===== src/rtl/jpeg_stream_ctrl.sv =====
// JPEG output stream controller: header ROM replay, Huffman bit packing with
// 0xFF byte stuffing, 1s padding flush and EOI marker, on an AXI-stream byte port.
module jpeg_stream_ctrl #(
   parameter int unsigned HDR_LEN = 4
) (
   input  logic                        clk,
   input  logic                        rst_n,
   input  logic                        frame_start,
   output logic                        hdr_rd,
   output logic [$clog2(HDR_LEN)-1:0]  hdr_addr,
   input  logic [7:0]                  hdr_data,
   input  logic                        code_valid,
   output logic                        code_ready,
   input  logic [63:0]                 code_bits,
   input  logic [6:0]                  code_size,
   input  logic                        code_last,
   output logic                        byte_valid,
   input  logic                        byte_ready,
   output logic [7:0]                  byte_data,
   output logic                        byte_last,
   output logic                        busy
);

   localparam int unsigned AW    = $clog2(HDR_LEN);
   localparam int unsigned CW    = $clog2(HDR_LEN + 1);
   localparam int unsigned ACC_W = 72;
   localparam int unsigned CNT_W = 8;

   typedef enum logic [2:0] {IDLE, HDR, DATA, FLUSH, EOI0, EOI1} state_t;

   state_t             state;
   logic [ACC_W-1:0]   acc;
   logic [CNT_W-1:0]   cnt;
   logic               stuff_pend;
   logic               last_seen;
   logic               hdr_cap;
   logic [CW-1:0]      hdr_next;

   logic               slot_free;
   logic               code_fire;
   logic [ACC_W-1:0]   code_mask;
   logic [ACC_W-1:0]   code_ins;
   logic [7:0]         top_byte;
   logic [7:0]         pad_byte;

   // Output slot is free when empty or its byte is being taken this cycle
   assign slot_free  = !byte_valid || byte_ready;
   assign code_ready = (state == DATA) && (cnt < CNT_W'(8)) && !stuff_pend && !last_seen;
   assign code_fire  = code_valid && code_ready;
   assign busy       = (state != IDLE);

   // Accumulator is MSB-aligned; bits below the count are kept zero
   assign code_mask = ~({ACC_W{1'b1}} >> code_size);
   assign code_ins  = ({code_bits, 8'h00} & code_mask) >> cnt;
   assign top_byte  = acc[ACC_W-1 -: 8];
   assign pad_byte  = top_byte | (8'hFF >> cnt);

   always_ff @(posedge clk or negedge rst_n) begin
      if (!rst_n) begin
         state      <= IDLE;
         acc        <= '0;
         cnt        <= '0;
         stuff_pend <= 1'b0;
         last_seen  <= 1'b0;
         hdr_cap    <= 1'b0;
         hdr_next   <= '0;
         hdr_rd     <= 1'b0;
         hdr_addr   <= '0;
         byte_valid <= 1'b0;
         byte_data  <= 8'h00;
         byte_last  <= 1'b0;
      end else begin
         if (byte_valid && byte_ready) begin
            byte_valid <= 1'b0;
            byte_last  <= 1'b0;
         end
         hdr_rd  <= 1'b0;
         hdr_cap <= hdr_rd;

         case (state)
            IDLE: begin
               if (frame_start) begin
                  state      <= HDR;
                  hdr_next   <= '0;
                  acc        <= '0;
                  cnt        <= '0;
                  stuff_pend <= 1'b0;
                  last_seen  <= 1'b0;
               end
            end

            // One ROM read in flight at a time; the byte lands straight in the output slot
            HDR: begin
               if (!byte_valid && !hdr_rd && !hdr_cap && (hdr_next < CW'(HDR_LEN))) begin
                  hdr_rd   <= 1'b1;
                  hdr_addr <= AW'(hdr_next);
                  hdr_next <= hdr_next + 1'b1;
               end
               if (hdr_cap) begin
                  byte_valid <= 1'b1;
                  byte_data  <= hdr_data;
               end
               if (byte_valid && byte_ready && (hdr_next == CW'(HDR_LEN)))
                  state <= DATA;
            end

            DATA: begin
               if (code_fire) begin
                  acc <= acc | code_ins;
                  cnt <= cnt + CNT_W'(code_size);
                  if (code_last)
                     last_seen <= 1'b1;
               end else if (slot_free && stuff_pend) begin
                  byte_valid <= 1'b1;
                  byte_data  <= 8'h00;
                  stuff_pend <= 1'b0;
               end else if (slot_free && (cnt >= CNT_W'(8))) begin
                  byte_valid <= 1'b1;
                  byte_data  <= top_byte;
                  acc        <= acc << 8;
                  cnt        <= cnt - CNT_W'(8);
                  stuff_pend <= (top_byte == 8'hFF);
               end else if (last_seen && (cnt < CNT_W'(8)) && !stuff_pend) begin
                  state <= FLUSH;
               end
            end

            FLUSH: begin
               if (stuff_pend) begin
                  if (slot_free) begin
                     byte_valid <= 1'b1;
                     byte_data  <= 8'h00;
                     stuff_pend <= 1'b0;
                  end
               end else if (cnt != '0) begin
                  if (slot_free) begin
                     byte_valid <= 1'b1;
                     byte_data  <= pad_byte;
                     acc        <= '0;
                     cnt        <= '0;
                     stuff_pend <= (pad_byte == 8'hFF);
                  end
               end else begin
                  state <= EOI0;
               end
            end

            EOI0: begin
               if (slot_free) begin
                  byte_valid <= 1'b1;
                  byte_data  <= 8'hFF;
                  state      <= EOI1;
               end
            end

            // byte_last marks that D9 already sits in the slot
            EOI1: begin
               if (slot_free) begin
                  if (byte_last) begin
                     state      <= IDLE;
                     acc        <= '0;
                     cnt        <= '0;
                     stuff_pend <= 1'b0;
                     last_seen  <= 1'b0;
                  end else begin
                     byte_valid <= 1'b1;
                     byte_data  <= 8'hD9;
                     byte_last  <= 1'b1;
                  end
               end
            end

            default: state <= IDLE;
         endcase
      end
   end

endmodule


===== config.mk =====
export PLATFORM = sky130hd
export DESIGN_NAME = jpeg_stream_ctrl
export DESIGN_NICKNAME = d
export VERILOG_FILES = /design/src/rtl/jpeg_stream_ctrl.sv
export SDC_FILE = /design/constraint.sdc
export NUM_CORES = 1
export LEC_CHECK = 0
export ABC_AREA = 1
export CAP_MARGIN = 20
export CORE_MARGIN = 4
export CORE_UTILIZATION = 25
export DETAILED_ROUTE_END_ITERATION = 12
export PLACE_DENSITY_LB_ADDON = 0.12
export SLEW_MARGIN = 25
export SYNTH_ARGS = -nofsm -noshare
export SYNTH_HDL_FRONTEND = slang
export SYNTH_SLANG_ARGS = --single-unit

===== constraint.sdc =====
create_clock -name clk -period 2.12 [get_ports clk]
set_input_delay 0.212 -clock clk [delete_from_list [all_inputs] [get_ports clk]]
set_output_delay 0.212 -clock clk [all_outputs]
set_load 0.02 [all_outputs]

After elaboration in Yosys (flattened, before gate mapping)
Index checks and enable logic that the tools add are counted.
- $add $sub $neg: 3
- magnitude comparators: 3
- eq/ne operators: 30
- shift-type cells: 3
- multiplexer cells: 77
- bitwise operators: 4
- reductions and logical operators: 33
- operator list (operator ; count):
    $mux 72 ; 9
    $pmux 72 s4 ; 1
    $mux 8 ; 19
    $and 72x72->72 ; 1
    $not 72->72 ; 1
    $or 72x72->72 ; 1
    $shr 72x7->72 const A ; 1
    $shr 72x8->72 ; 1
    $pmux 8 s5 ; 1
    $mux 3 ; 13
    $ne 2x2->1 const B ; 17
    $pmux 8 s4 ; 1
    $mux 1 ; 28
    $pmux 3 s6 ; 1
    $reduce_and 9->1 ; 2
    $eq 8x8->1 const B ; 2
    $logic_and 1x1->1 ; 13
    $reduce_and 6->1 ; 2
    $reduce_and 11->1 ; 1
    $eq 3x3->1 const B ; 3
    $add 8x7->8 ; 1
    $ge 8x4->1 const B ; 1
    $lt 8x4->1 const B ; 1
    $or 8x8->8 ; 1
    other kinds (24) ; 31
- register bits after elaboration: 102
- input bits: 85
- output and inout bits: 15
- word-level logic and storage cells: 165

Longest topological paths before layout
- word-level depth: 8
- depth in mapped cells: 17
- mapped depth without buffers: 16

Least setup slack after synthesis
OpenSTA, ideal clock, no wires.
- path type: flip-flop to flip-flop
- start: reg cnt[6]
- end: reg acc[53]
- library setup time: 141 ps
- data arrival time: 2003 ps
- data required time: 1979 ps
- path slack: -24 ps
- stages on the path, launching flop included: 14
- buffers on the path: 3
- clock period less this slack: 2144 ps
- cell sequence: dfrtp_1 buf_4 nor2_8 inv_4 nor2_4 nand2_2 nor3_4 nand2_2 nand2_4 o21ai_4 nor2_2 buf_4 buf_2 o22ai_1
- cells in the longest elaborated chain, start to end: 7
- elaborated cells between the ends (all ways): 16
- classes of those cells: order compare (2); eq/ne (3); shift (1); mux (2); bitwise (1); reduce/logical (7)
- RTL lines (item ; line ; text):
    from (decl) ; 33 ; logic [CNT_W-1:0] cnt;
    from (signal assigned) ; 110 ; cnt <= cnt + CNT_W'(code_size);
    from (signal assigned) ; 121 ; cnt <= cnt - CNT_W'(8);
    $lt 8x4->1 * ; 48 ; assign code_ready = (state == DATA) && (cnt < CNT_W'(8)) && !stuff_pend && !last_seen;
    $logic_and 1x1->1 * (3 in series) ; 48 ;
    net code_ready ; 13 ; output logic code_ready,
    $logic_and 1x1->1 * ; 49 ; assign code_fire = code_valid && code_ready;
    $ne 3x2->1 (no line) (tied with other cells) ; - ;
    $reduce_and 9->1 (no line) / $pmux 72 s4 (equally long branches) ; - ;
    to (signal assigned) ; 109 ; acc <= acc | code_ins;
    to (signal assigned) ; 120 ; acc <= acc << 8;
    to (decl) ; 32 ; logic [ACC_W-1:0] acc;
Mark *: on every way through the listed nets, which the timed path passes. The rest lies on a longest branch.
A chain may end at the register's enable or synchronous reset.

Final worst setup path
- start: reg cnt[7]
- end: reg acc[3]
- cells in the longest elaborated chain, start to end: 7
- elaborated cells between the ends (all ways): 16
- classes of those cells: order compare (2); eq/ne (3); shift (1); mux (2); bitwise (1); reduce/logical (7)
- RTL lines (item ; line):
    $lt 8x4->1 ; 48
    $logic_and 1x1->1 (3 in series) ; 48
    $logic_and 1x1->1 ; 49
    $ne 3x2->1 (no line) (tied with other cells) ; -
    $reduce_and 9->1 (no line) / $pmux 72 s4 (equally long branches) ; -
Parallel ways exist; a longest one is shown, timed or not.

==> impl_metrics.toml <==
[run_status]
outcome = "complete, but fails checks"
violations = "setup timing"

[synthesis]
ys_seq_area_frac = 0.237
synth_simple_gate_area_frac = 0.505
synth_compound_area_frac = 0.137
synth_flop_cell = "dfrtp_1"
async_reset_ff_frac = 1.00
synth_xor_area_frac = 0.00569
synth_mux_area_frac = 0
ys.warnings.count = 0
synthTopCellsByArea = "nand3_1, dfrtp_1, nand2_1"
yosysTopAreaCell = "nand3_1"
syn_inst = 1838
syn_area_per_cell_um2 = 5.86
ys_types = 53
synth_top_area_frac = 0.272
ys_ff_latch = 102
syn_nets = 1936
synth_edf_count = 0
synth_top_family_by_area = "simple AND/OR/NAND/NOR gates"
synth_adder_area_share = 0.0158
synth_area_um2 = 10800

[cts]
max-clock-path-buffers = 2
cts_tree = "yes"
htreeDepth = 3
clock_latency_ps = 380
cts_buffers = 9
root_buffer = "clkbuf_16"
clk_pin_slew_ps = 80
clkSinkCount = 102

[detailed_routing]
route.detailed.drc = 0
wl_per_cell_um = 22.5
viasPerCell = 5.47
vias = 14637
drtPass1Iterations = 6
detail-route-antenna-nets = 0
first_iter_violations = 1426
routed_wl_um = 60100

[cells_and_area]
syn_to_final_growth_pct = 61.2
diodes = 0
fin_cells = 2675
num-nets-final = 2229
drive_gt1_frac = 0.376
fill_cells = 4505
regArea_um2 = 2560
multiInputGateArea_um2 = 9220

[placed_design]
portBuffers = 99
gp_congestion = 0.993
dp_hpwl_um = 44900
dp_cells = 2591

[power_and_ir_drop]
leakage_nw = 7.87
ir_worst_vdd_mv = 0.852
total_power_mw = 28.7
power_density_nw_per_um2 = 1650

[floorplanning]
coreArea_um2 = 42200
die_y_um = 216
rows = 75
fp.dieW_um = 216
die_area_um2 = 46500
initial_utilization = 0.255
pin_count = 100

[sta]
min_period_ps = 2180
timing.hold.ws_ps = 373
fin_worst_skew_ps = 17.2
max_freq_ghz = 0.458
finalWorstSetupSlack_ps = -64.8
rsz0062_at_grt = "yes"
slew_headroom = 0.588
setup_viol = 38
tightestPinTransition_ps = 618
finalHoldViolations = 0
fin_crit_sh = 1.03
fin_tns_setup_ps = -1080
slew_viol_final = 0

[job]
cap_violations = 0

[setup_path]
start_kind = "register"
required_ps = 2380
timing_worst_setup_path_type = "reg2reg"
crit_fanout = 7
cp-end-kind = "register"
worstPathArrival_ps = 2450

[global_route]
grt_pass1_wl_um = 85200
antenna_found_initial = 0
grt_overflow = 0
grt_pass1_vias = 13859
grt.total_usage = 0.237
grt_max_degree = 68

[worst_hold_path]
hp-class = "in2async"
==> timing repair <==
item	4_1_cts	5_1_grt
hold endpoints to repair	38	0
cloned	6	13
hold buffers	1	0
gates resized for setup	200	392
pin swaps	30	59
endpoints found under the setup margin	78	98
setup buffers	13	36
==> logic make-up after synthesis <==
kind of cell               Yosys count
xor gates and xnor gates             7
DFF                                102
AOI/OAI and AO/OA                  267
adders and majority gates           13
and+or+nand+nor                   1188
buffers and inverters              261
==> state kept, by name (all words and copies together) (netlist names) <==
register	cells
hdr_rd	1
byte_valid	1
cnt	8
acc	72
hdr_next	3
hdr_addr	2
state	3
stuff_pend	1
byte_last	1
hdr_cap	1
byte_data	8
last_seen	1
==> final cells by class <==
type / count / area share
clock buffers: 11 / 0.0134
clock inverters: 5 / 0.00202
inverters: 140 / 0.0328
multi-input cells: 1475 / 0.531
flip-flops and latches: 102 / 0.148
well taps: 539 / 0.0388
repair buffers: 402 / 0.234
repair inverters: 1 / 0.000360
==> layout by cell type, fill, tap and decap left out, types with 25 or more instances in the layout <==
master | Yosys | final
nor2_1 | 112 | 73
nand2_2 | 6 | 58
clkdlybuf4s50_1 | 0 | 90
dfrtp_1 | 102 | 93
nand3_1 | 585 | 371
o21ai_0 | 50 | 35
nand4_1 | 25 | 25
a21oi_1 | 135 | 68
nand2_1 | 425 | 355
buf_6 | 3 | 33
buf_4 | 7 | 220
a21oi_2 | 0 | 61
inv_1 | 127 | 115
nor2_2 | 5 | 32
buf_12 | 0 | 32
nand3_2 | 4 | 198
==> path summary, 6_finish.rpt <==
path	startpoint	end	slack [ps]	cells after the start
min in group clk	hdr_rd	hdr_cap	440	0
worst min-delay path	rst_n	cnt[1]	370	2
max in group asynchronous	rst_n	acc[28]	1040	3
worst max register to register	cnt[7]	acc[3]	-60	13
worst min register to register	hdr_rd	hdr_cap	440	0
worst max-delay path	cnt[7]	acc[3]	-60	13
==> metal layers <==
| metal | vias up | share of wire | GRT usage |
|---|---|---|---|
| li1 | 6892 | - | - |
| met1 | 7095 | 0.46 | 0.340 |
| met2 | 566 | 0.43 | 0.360 |
| met3 | 84 | 0.082 | 0.0557 |
| met4 | 0 | 0.027 | 0.0591 |
| met5 | - | 0 | 0 |
==> metrics by stage <==
stage	util	worst slack, ps	area, um2
final	0.411	-64.8	17400
after floorplan	-	10.7	10800
after detailed placement	0.330	-828	13900
after global routing	0.411	-158	17400
after global placement	0.330	-793	13900
after CTS	0.358	-37.2	15100
==> cell usage after synthesis (5+ instances only) <==
library cell  number
xor2_1             6
a21oi_1          135
nand3_1          585
buf_2             36
nor3_1             5
o22ai_1           22
nor2_1           112
dfrtp_1          102
o21ai_0           50
nand4_1           25
nor2_2             5
inv_2             11
ha_1              12
nand2_1          425
clkbuf_1          47
inv_1            127
a22oi_1           13
nand2_2            6
buf_1             28
o21ai_1           25
buf_4              7
==> power breakdown <==
part / internal [mW] / switching, mW
combinational: 9.43 / 14.2
clock: 0.804 / 0.823
sequential: 2.77 / 0.639
==> worst max-delay path: stages, from the launching register on <==
cell and delay (ps):
dfrtp_2 440, nor2_8 150, inv_4 50, nor2_4 200, nand2_2 100, nor3_4 150, nand2_2 120, nand2_4 90
o21ai_4 100, buf_6 140, nor2_4 150, buf_4 180, clkbuf_16 150, nor2_1 50
Note: power is estimated with default switching activity, not from simulation.
